**config.mk**
```make
export PLATFORM = sky130hd
export DESIGN_NAME = frac_interp_sequencer
export DESIGN_NICKNAME = d
export VERILOG_FILES = /design/src/rtl/frac_interp_pkg.sv /design/src/rtl/frac_interp_measure.sv /design/src/rtl/frac_interp_sequencer.sv
export SDC_FILE = /design/constraint.sdc
export NUM_CORES = 1
export LEC_CHECK = 0
export CAP_MARGIN = 40
export CORE_MARGIN = 1.5
export CORE_UTILIZATION = 59
export DETAILED_ROUTE_END_ITERATION = 12
export GPL_TIMING_DRIVEN = 0
export PLACE_DENSITY = 0.85
export SETUP_SLACK_MARGIN = 0.5
export SKIP_LAST_GASP = 1
export SLEW_MARGIN = 15
export SYNTH_ARGS = -nofsm -noshare
export SYNTH_HDL_FRONTEND = slang
export SYNTH_SLANG_ARGS = --single-unit
export TNS_END_PERCENT = 5
```
**constraint.sdc**
```tcl
create_clock -name clk -period 6.9 [get_ports clk]
set_input_delay 1.035 -clock clk [delete_from_list [all_inputs] [get_ports clk]]
set_output_delay 1.035 -clock clk [all_outputs]
set_load 0.02 [all_outputs]
```
**src/rtl/frac_interp_pkg.sv**
```systemverilog
// Shared types and defaults for the fractional interpolator sequencer.
// Latency: n/a (declarations only).
// Backpressure: n/a (declarations only).
package frac_interp_pkg;

    localparam int DEF_BITWIDTH = 10;
    localparam int DEF_MIN_SIZE = 16;

    typedef enum logic [2:0] {
        IDLE,
        H_REQ,
        H_WAIT,
        V_REQ,
        V_WAIT
    } seq_state_t;

endpackage

```
**src/rtl/frac_interp_measure.sv**
```systemverilog
// Measures source active width/height from DE/VS and emits the line/frame step strobes.
// Latency: frame_end, meas_w/meas_h and both strobes appear 1 clk after the sampled edge.
// Backpressure: none; the measurement free-runs on src_ce and cannot be stalled.
module frac_interp_measure
    import frac_interp_pkg::*;
#(
    parameter int BITWIDTH = DEF_BITWIDTH
) (
    input  logic                clk,
    input  logic                reset,
    input  logic                src_ce,
    input  logic                src_de,
    input  logic                src_hs,
    input  logic                src_vs,
    output logic                frame_end,
    output logic [BITWIDTH-1:0] meas_w,
    output logic [BITWIDTH-1:0] meas_h,
    output logic                h_step_reset,
    output logic                v_step_reset
);

    localparam logic [BITWIDTH-1:0] CNT_MAX = '1;

    logic                de_q, hs_q, vs_q;
    logic                de_rise, de_fall, hs_rise, vs_rise;
    logic [BITWIDTH-1:0] wcnt, wmax, hcnt;
    logic [BITWIDTH-1:0] wmax_nxt, hcnt_nxt;

    assign de_rise = src_ce &  src_de & ~de_q;
    assign de_fall = src_ce & ~src_de &  de_q;
    assign hs_rise = src_ce &  src_hs & ~hs_q;
    assign vs_rise = src_ce &  src_vs & ~vs_q;

    // Line-end max and line count including this cycle, so a frame end never misses a coincident edge
    always_comb begin
        wmax_nxt = wmax;
        hcnt_nxt = hcnt;
        if (de_fall && (wcnt > wmax)) begin
            wmax_nxt = wcnt;
        end
        if (de_rise && (hcnt != CNT_MAX)) begin
            hcnt_nxt = hcnt + 1'b1;
        end
    end

    // Edge history, saturating counters, frame-end capture and strobe generation
    always_ff @(posedge clk or posedge reset) begin
        if (reset) begin
            de_q         <= 1'b0;
            hs_q         <= 1'b0;
            vs_q         <= 1'b0;
            wcnt         <= '0;
            wmax         <= '0;
            hcnt         <= '0;
            meas_w       <= '0;
            meas_h       <= '0;
            frame_end    <= 1'b0;
            h_step_reset <= 1'b0;
            v_step_reset <= 1'b0;
        end else begin
            frame_end    <= vs_rise;
            h_step_reset <= hs_rise;
            v_step_reset <= vs_rise;
            if (src_ce) begin
                de_q <= src_de;
                hs_q <= src_hs;
                vs_q <= src_vs;
            end
            if (de_fall) begin
                wcnt <= '0;
            end else if (src_ce && src_de && (wcnt != CNT_MAX)) begin
                wcnt <= wcnt + 1'b1;
            end
            if (vs_rise) begin
                meas_w <= wmax_nxt;
                meas_h <= hcnt_nxt;
                wmax   <= '0;
                hcnt   <= '0;
            end else begin
                wmax <= wmax_nxt;
                hcnt <= hcnt_nxt;
            end
        end
    end

endmodule

```
**src/rtl/frac_interp_sequencer.sv**
```systemverilog
// Programs the H then V fractional interpolators whenever the source geometry or target size changes.
// Latency: scale_valid rises >= 4 clk after the triggering frame end, plus both divider times.
// Backpressure: each newfraction waits for its ready; FRAC_INTERP_SEQ_STABLE_EN adds a two-frame size filter.
module frac_interp_sequencer
    import frac_interp_pkg::*;
#(
    parameter int BITWIDTH = DEF_BITWIDTH,
    parameter int MIN_SIZE = DEF_MIN_SIZE
) (
    input  logic                clk,
    input  logic                reset,
    input  logic                src_ce,
    input  logic                src_de,
    input  logic                src_hs,
    input  logic                src_vs,
    input  logic [BITWIDTH-1:0] dst_w,
    input  logic [BITWIDTH-1:0] dst_h,
    output logic [BITWIDTH-1:0] h_num,
    output logic [BITWIDTH-1:0] h_den,
    output logic [BITWIDTH-1:0] v_num,
    output logic [BITWIDTH-1:0] v_den,
    output logic                h_newfraction,
    output logic                v_newfraction,
    input  logic                h_ready,
    input  logic                v_ready,
    output logic                h_step_reset,
    output logic                v_step_reset,
    output logic                scale_valid,
    output logic [BITWIDTH-1:0] src_w,
    output logic [BITWIDTH-1:0] src_h
);

    localparam logic [BITWIDTH-1:0] MIN_VAL = BITWIDTH'(MIN_SIZE);

    seq_state_t          state;
    logic                frame_end;
    logic [BITWIDTH-1:0] meas_w, meas_h;
    logic                geo_evt, size_ok, geo_diff;
    logic [BITWIDTH-1:0] dst_w_q, dst_h_q;
    logic                dst_chg;
    logic                pend;
    logic [BITWIDTH-1:0] pend_w, pend_h;
    logic                ready_hold;
    logic                start, drop_valid, rec_meas, rec_dst;
    logic [BITWIDTH-1:0] start_w, start_h;

    frac_interp_measure #(.BITWIDTH(BITWIDTH)) u_measure (
        .clk          (clk),
        .reset        (reset),
        .src_ce       (src_ce),
        .src_de       (src_de),
        .src_hs       (src_hs),
        .src_vs       (src_vs),
        .frame_end    (frame_end),
        .meas_w       (meas_w),
        .meas_h       (meas_h),
        .h_step_reset (h_step_reset),
        .v_step_reset (v_step_reset)
    );

    assign h_num    = dst_w;
    assign v_num    = dst_h;
    assign size_ok  = (meas_w >= MIN_VAL) && (meas_h >= MIN_VAL);
    assign geo_diff = (meas_w != src_w) || (meas_h != src_h);
    assign dst_chg  = (dst_w != dst_w_q) || (dst_h != dst_h_q);

    // Previous target size, so a target change is seen as a one-cycle compare hit
    always_ff @(posedge clk or posedge reset) begin
        if (reset) begin
            dst_w_q <= '0;
            dst_h_q <= '0;
        end else begin
            dst_w_q <= dst_w;
            dst_h_q <= dst_h;
        end
    end

`ifdef FRAC_INTERP_SEQ_STABLE_EN
    logic                cand_vld;
    logic [BITWIDTH-1:0] cand_w, cand_h;

    // Last frame's size: a new size only counts once it repeats on the next frame end
    always_ff @(posedge clk or posedge reset) begin
        if (reset) begin
            cand_vld <= 1'b0;
            cand_w   <= '0;
            cand_h   <= '0;
        end else if (frame_end) begin
            cand_vld <= 1'b1;
            cand_w   <= meas_w;
            cand_h   <= meas_h;
        end
    end

    assign geo_evt = frame_end &&
                     (!geo_diff || (cand_vld && (cand_w == meas_w) && (cand_h == meas_h)));
`else
    assign geo_evt = frame_end;
`endif

    // Decide whether IDLE restarts (and with which size) and what a busy state must remember
    always_comb begin
        start      = 1'b0;
        drop_valid = 1'b0;
        start_w    = src_w;
        start_h    = src_h;
        if (geo_evt && !size_ok) begin
            drop_valid = 1'b1;
        end else if (geo_evt && (geo_diff || !scale_valid || pend || dst_chg)) begin
            start   = 1'b1;
            start_w = meas_w;
            start_h = meas_h;
        end else if (pend) begin
            start   = 1'b1;
            start_w = pend_w;
            start_h = pend_h;
        end else if (dst_chg && scale_valid) begin
            start = 1'b1;
        end
        // Undersized frames while busy are ignored; a newer size always replaces an older pending one
        rec_meas = geo_evt && size_ok && (geo_diff || pend);
        rec_dst  = !rec_meas && dst_chg && !pend;
    end

    // Sequencer FSM: H request, H wait, V request, V wait; pending changes replay from IDLE
    always_ff @(posedge clk or posedge reset) begin
        if (reset) begin
            state         <= IDLE;
            scale_valid   <= 1'b0;
            src_w         <= '0;
            src_h         <= '0;
            h_den         <= '0;
            v_den         <= '0;
            h_newfraction <= 1'b0;
            v_newfraction <= 1'b0;
            pend          <= 1'b0;
            pend_w        <= '0;
            pend_h        <= '0;
            ready_hold    <= 1'b0;
        end else begin
            h_newfraction <= 1'b0;
            v_newfraction <= 1'b0;
            if (state != IDLE) begin
                if (rec_meas) begin
                    pend   <= 1'b1;
                    pend_w <= meas_w;
                    pend_h <= meas_h;
                end else if (rec_dst) begin
                    pend   <= 1'b1;
                    pend_w <= src_w;
                    pend_h <= src_h;
                end
            end
            case (state)
                IDLE: begin
                    if (drop_valid) begin
                        scale_valid <= 1'b0;
                    end else if (start) begin
                        src_w         <= start_w;
                        src_h         <= start_h;
                        h_den         <= start_w;
                        scale_valid   <= 1'b0;
                        pend          <= 1'b0;
                        h_newfraction <= 1'b1;
                        state         <= H_REQ;
                    end
                end
                H_REQ: begin
                    ready_hold <= 1'b1;
                    state      <= H_WAIT;
                end
                H_WAIT: begin
                    // Interpolator drops ready only after seeing the pulse, so skip one cycle
                    if (ready_hold) begin
                        ready_hold <= 1'b0;
                    end else if (h_ready) begin
                        v_den         <= src_h;
                        v_newfraction <= 1'b1;
                        state         <= V_REQ;
                    end
                end
                V_REQ: begin
                    ready_hold <= 1'b1;
                    state      <= V_WAIT;
                end
                V_WAIT: begin
                    if (ready_hold) begin
                        ready_hold <= 1'b0;
                    end else if (v_ready) begin
                        scale_valid <= !(pend || rec_meas || rec_dst);
                        state       <= IDLE;
                    end
                end
                default: begin
                    state <= IDLE;
                end
            endcase
        end
    end

endmodule

```
==> impl_results.md <==
* Ys flop type: dfrtp_1
* Reg2reg start: u_measure.meas_h[1]$_DFFE_PP0P_
* RSZ-0062 raised after global routing: false
* Largest net degree at the start of global routing at 73
* Final hold vios at 0
* First DRT Iteration DRCs at roughly 270
* Fin nets at a little under 800
* Flops & latches, synth at 133
* DP Wirelength at 10700 um
* Crit Path Class: in2out
* Resize count post-CTS at 0
* Fin. max-slew vios at 0
* Grt ovf at 0
* Post-Syn Area at 6620 um^2
* Vias at 5151
* Synth-to-Final Area Change at 25.6%
* Post-synthesis sequential area ratio at roughly half
* Crit path launch type: input pin
* Worst R2R Path Depth at 7
* Status: complete, no violations
* Clk sinks at 133
* Minimum clock period at 3.33 ns
* Vias per cell at 5.81
* Ratio of cells with drive above 1 in the final layout at 16.6%
* Clock Tree Buf Depth at 2
* HP Class: reg2reg
* Fin cells at 886
* Post-synth EDFFs at 0
* Reg-to-reg endpoint: pend_h[5]$_DFFE_PP0P_
* Final setup violating endpoints at 0
* Die Y at 109 um
* Cell count after placement at between 800 and 900
* Arr. time, crit path at 2.29 ns
* FFs w/ async S/R, synth at 100%
* Leakage power at 3.84 nW
* Hold Path Origin: v_den[5]$_DFFE_PP0P_
* WHS Path Cells at 2
* Ant. Diodes at 0
* Worst-Margin Slew at 0.619 ns
* Worst R2R Setup Slack at 4.20 ns
* First-pass GRT wire length at 25400 um
* Post-synthesis net count at ~660
* Skew-Pair Late Insertion Delay at 0.54 ns
* Clock Tree Root: clkbuf_8
* CP cell instances: clkdlybuf4s50_1, buf_4, clkdlybuf4s50_1
* Clk slew on worst S/H paths at 0.06 ns
* Routed WL at 15500 um
* Drt wl/cell at roughly 17 um
* Period utilization at 48.2%
* Cell Rows at 38
* Total area of sequential cells at 3330 um^2
* RD Place Congestion at 0.892
* DRT Pass-1 Iters at 4
* CP max FO at 3
* Worst setup EP type: output port
* Post-route ant nets at 0
* Slowest library cell on the worst path: clkdlybuf4s50_1
* GR Util All Layers at 28.3%
* Area occupied by multi-input gates at 2840 um^2
* Most used cell, CP: clkdlybuf4s50_1
* CTS tree: yes
* Required time at the worst-slack endpoint at 5.86 ns
* Htree depth at 4
* Synthesized area per cell at 10.7 um^2
* Netlist cell types at 49
* Port buffer count at 92
* Cell area power density at 394 nW/um^2
* Via count of the first global-routing pass at 5187
* Fillers at 728
* CTS buffer count at 17
* Fmax at 300 MHz
* Die W at 109 um
* DRC viols at 0
* Initial core utilization at 60.8%
* Min-Delay Endpoint: v_den[5]$_DFFE_PP0P_
* Number of setup buffers added after CTS at 0
* Core box area at 10900 um^2
* Maximum VDD drop at 0.306 mV
* Initial antenna violation count at 0
* Maximum Capacitance Violations at 0
* Worst Skew at 0.00941 ns
* Ys Warns at 0
* Hold buffers post-CTS at 0
* Delay of the slowest critical-path stage at 0.59 ns
* # IOs at 93
* Full die area at roughly 12000 um^2
* Fin Setup TNS at 0 ns
* Syn Inst Count at 621
* Max-slew headroom at 58.2%
-- area by class of cell --
type | count | area share, %
buffer | 61 | 4.59
clock inverter | 15 | 1.86
timing repair buffer | 93 | 11.4
inverter | 20 | 0.962
multi-input combinational | 407 | 34.1
sequential | 133 | 40.0
tap | 140 | 2.11
clock buffer | 17 | 4.98
-- Yosys cell counts, drive strengths merged, types with 2 or more instances --
| cell | count | share of area (%) |
|---|---|---|
| xnor2 | 34 | 4.5 |
| nor2b | 3 | 0.28 |
| mux2 | 42 | 7.3 |
| a21oi | 26 | 2.0 |
| clkbuf | 20 | 1.1 |
| inv | 20 | 1.1 |
| nor3 | 22 | 1.7 |
| ha | 12 | 2.3 |
| nand3b | 2 | 0.23 |
| and3b | 2 | 0.26 |
| a21o | 2 | 0.23 |
| mux2i | 12 | 1.8 |
| o21bai | 2 | 0.23 |
| and4 | 4 | 0.53 |
| nor4 | 6 | 0.57 |
| or2 | 3 | 0.28 |
| or3 | 5 | 0.47 |
| a41oi | 2 | 0.26 |
| o21ai | 9 | 0.68 |
| a221o | 21 | 3.2 |
| nand2b | 2 | 0.19 |
| buf | 41 | 4.6 |
| dfrtp | 133 | 50 |
| nand4 | 10 | 0.94 |
| o21a | 3 | 0.34 |
| and3 | 25 | 2.4 |
| nor2 | 52 | 2.9 |
| nand2 | 62 | 3.5 |
| xor2 | 23 | 3.0 |
| nand3 | 8 | 0.60 |
-- worst max path at each step --
| stage | start | to | slack, ns |
|---|---|---|---|
| final | dst_w[1] | h_num[1] | 3.57 |
| after CTS | dst_h[6] | v_num[6] | 3.57 |
| after global routing | dst_h[8] | v_num[8] | 3.54 |
| after floorplan | reset | dst_h_q[0]$_DFF_PP0_ | 2.31 |
| after detailed placement | dst_h[1] | src_w[1]$_DFFE_PP0P_ | 3.40 |
| after global placement | reset | src_w[0]$_DFFE_PP0P_ | 0.69 |
-- state kept, by name (all words and copies together), names as in the netlist --
register,count
dst_h_q,10
dst_w_q,10
h_newfraction,1
pend,1
pend_h,10
pend_w,10
ready_hold,1
scale_valid,1
src_h,10
src_w,10
state,3
u_measure.de_q,1
u_measure.frame_end,1
u_measure.h_step_reset,1
u_measure.hcnt,10
u_measure.hs_q,1
u_measure.meas_h,10
u_measure.meas_w,10
u_measure.vs_q,1
u_measure.wcnt,10
u_measure.wmax,10
v_den,10
v_newfraction,1
-- layer usage --
layer | share of wire, % | global-route usage (%) | up-vias
met2 | 51 | 46.3 | 199
met5 | 0 | 0 | -
li1 | - | - | 2364
met4 | 3.0 | 14.6 | 0
met3 | 6.1 | 7.41 | 43
met1 | 40 | 34.6 | 2545
-- layout by cell type, fill, tap and decap left out, types with 3 or more instances in the layout --
cell,n
dfrtp_1,133
clkdlybuf4s50_1,92
nand2_1,62
nor2_1,52
mux2_2,40
xnor2_1,34
buf_4,33
a21oi_1,25
and3_1,25
xor2_1,23
a221o_1,21
nor3_1,21
clkbuf_1,20
inv_1,19
clkbuf_16,16
mux2i_1,12
ha_1,12
nand4_1,10
o21ai_0,9
nand3_1,8
nor4_1,6
clkinvlp_4,6
buf_2,5
or3_1,5
and4_1,4
inv_6,4
nor2b_1,3
o21a_1,3
buf_6,3
clkinv_2,3
-- kinds of logic after synthesis --
| group | synth area share, % |
|---|---|
| simple gates | 15.6 |
| fa+ha+maj | 2.27 |
| compound gates | 8.41 |
| buf+inv | 6.90 |
| flops | 50.3 |
| xor+xnor | 7.54 |
| mux | 9.07 |
-- worst max-delay path, delay by kind of cell --
| kind | cells | cell delay [ns] |
|---|---|---|
| buffers and inverters | 3 | 1.26 |
-- stage by stage --
stage | instance area, um^2 | worst slack [ns] | hold slack, ns | utilization [%] | power, W
finish | 8320 | 3.57 | 0.490 | 76.4 | 0.00328
detailed placement | 7750 | 3.40 | 0.468 | 71.2 | 0.00240
global route | 8320 | 3.54 | 0.507 | 76.4 | 0.00343
global placement | 7720 | 0.687 | 0.458 | 70.9 | 0.00233
CTS | 8320 | 3.57 | 0.491 | 76.4 | 0.00328
floorplan | 6620 | 2.31 | 0.468 | - | 0.00196
-- report_power, final --
part	leakage, nW	switching (W)	internal, W
Combinational	1.88	0.000610	0.000613
Sequential	1.70	0.000207	0.000976
Clock	0.263	0.000357	0.000515
No activity file was read; power rests on OpenSTA's default activity.
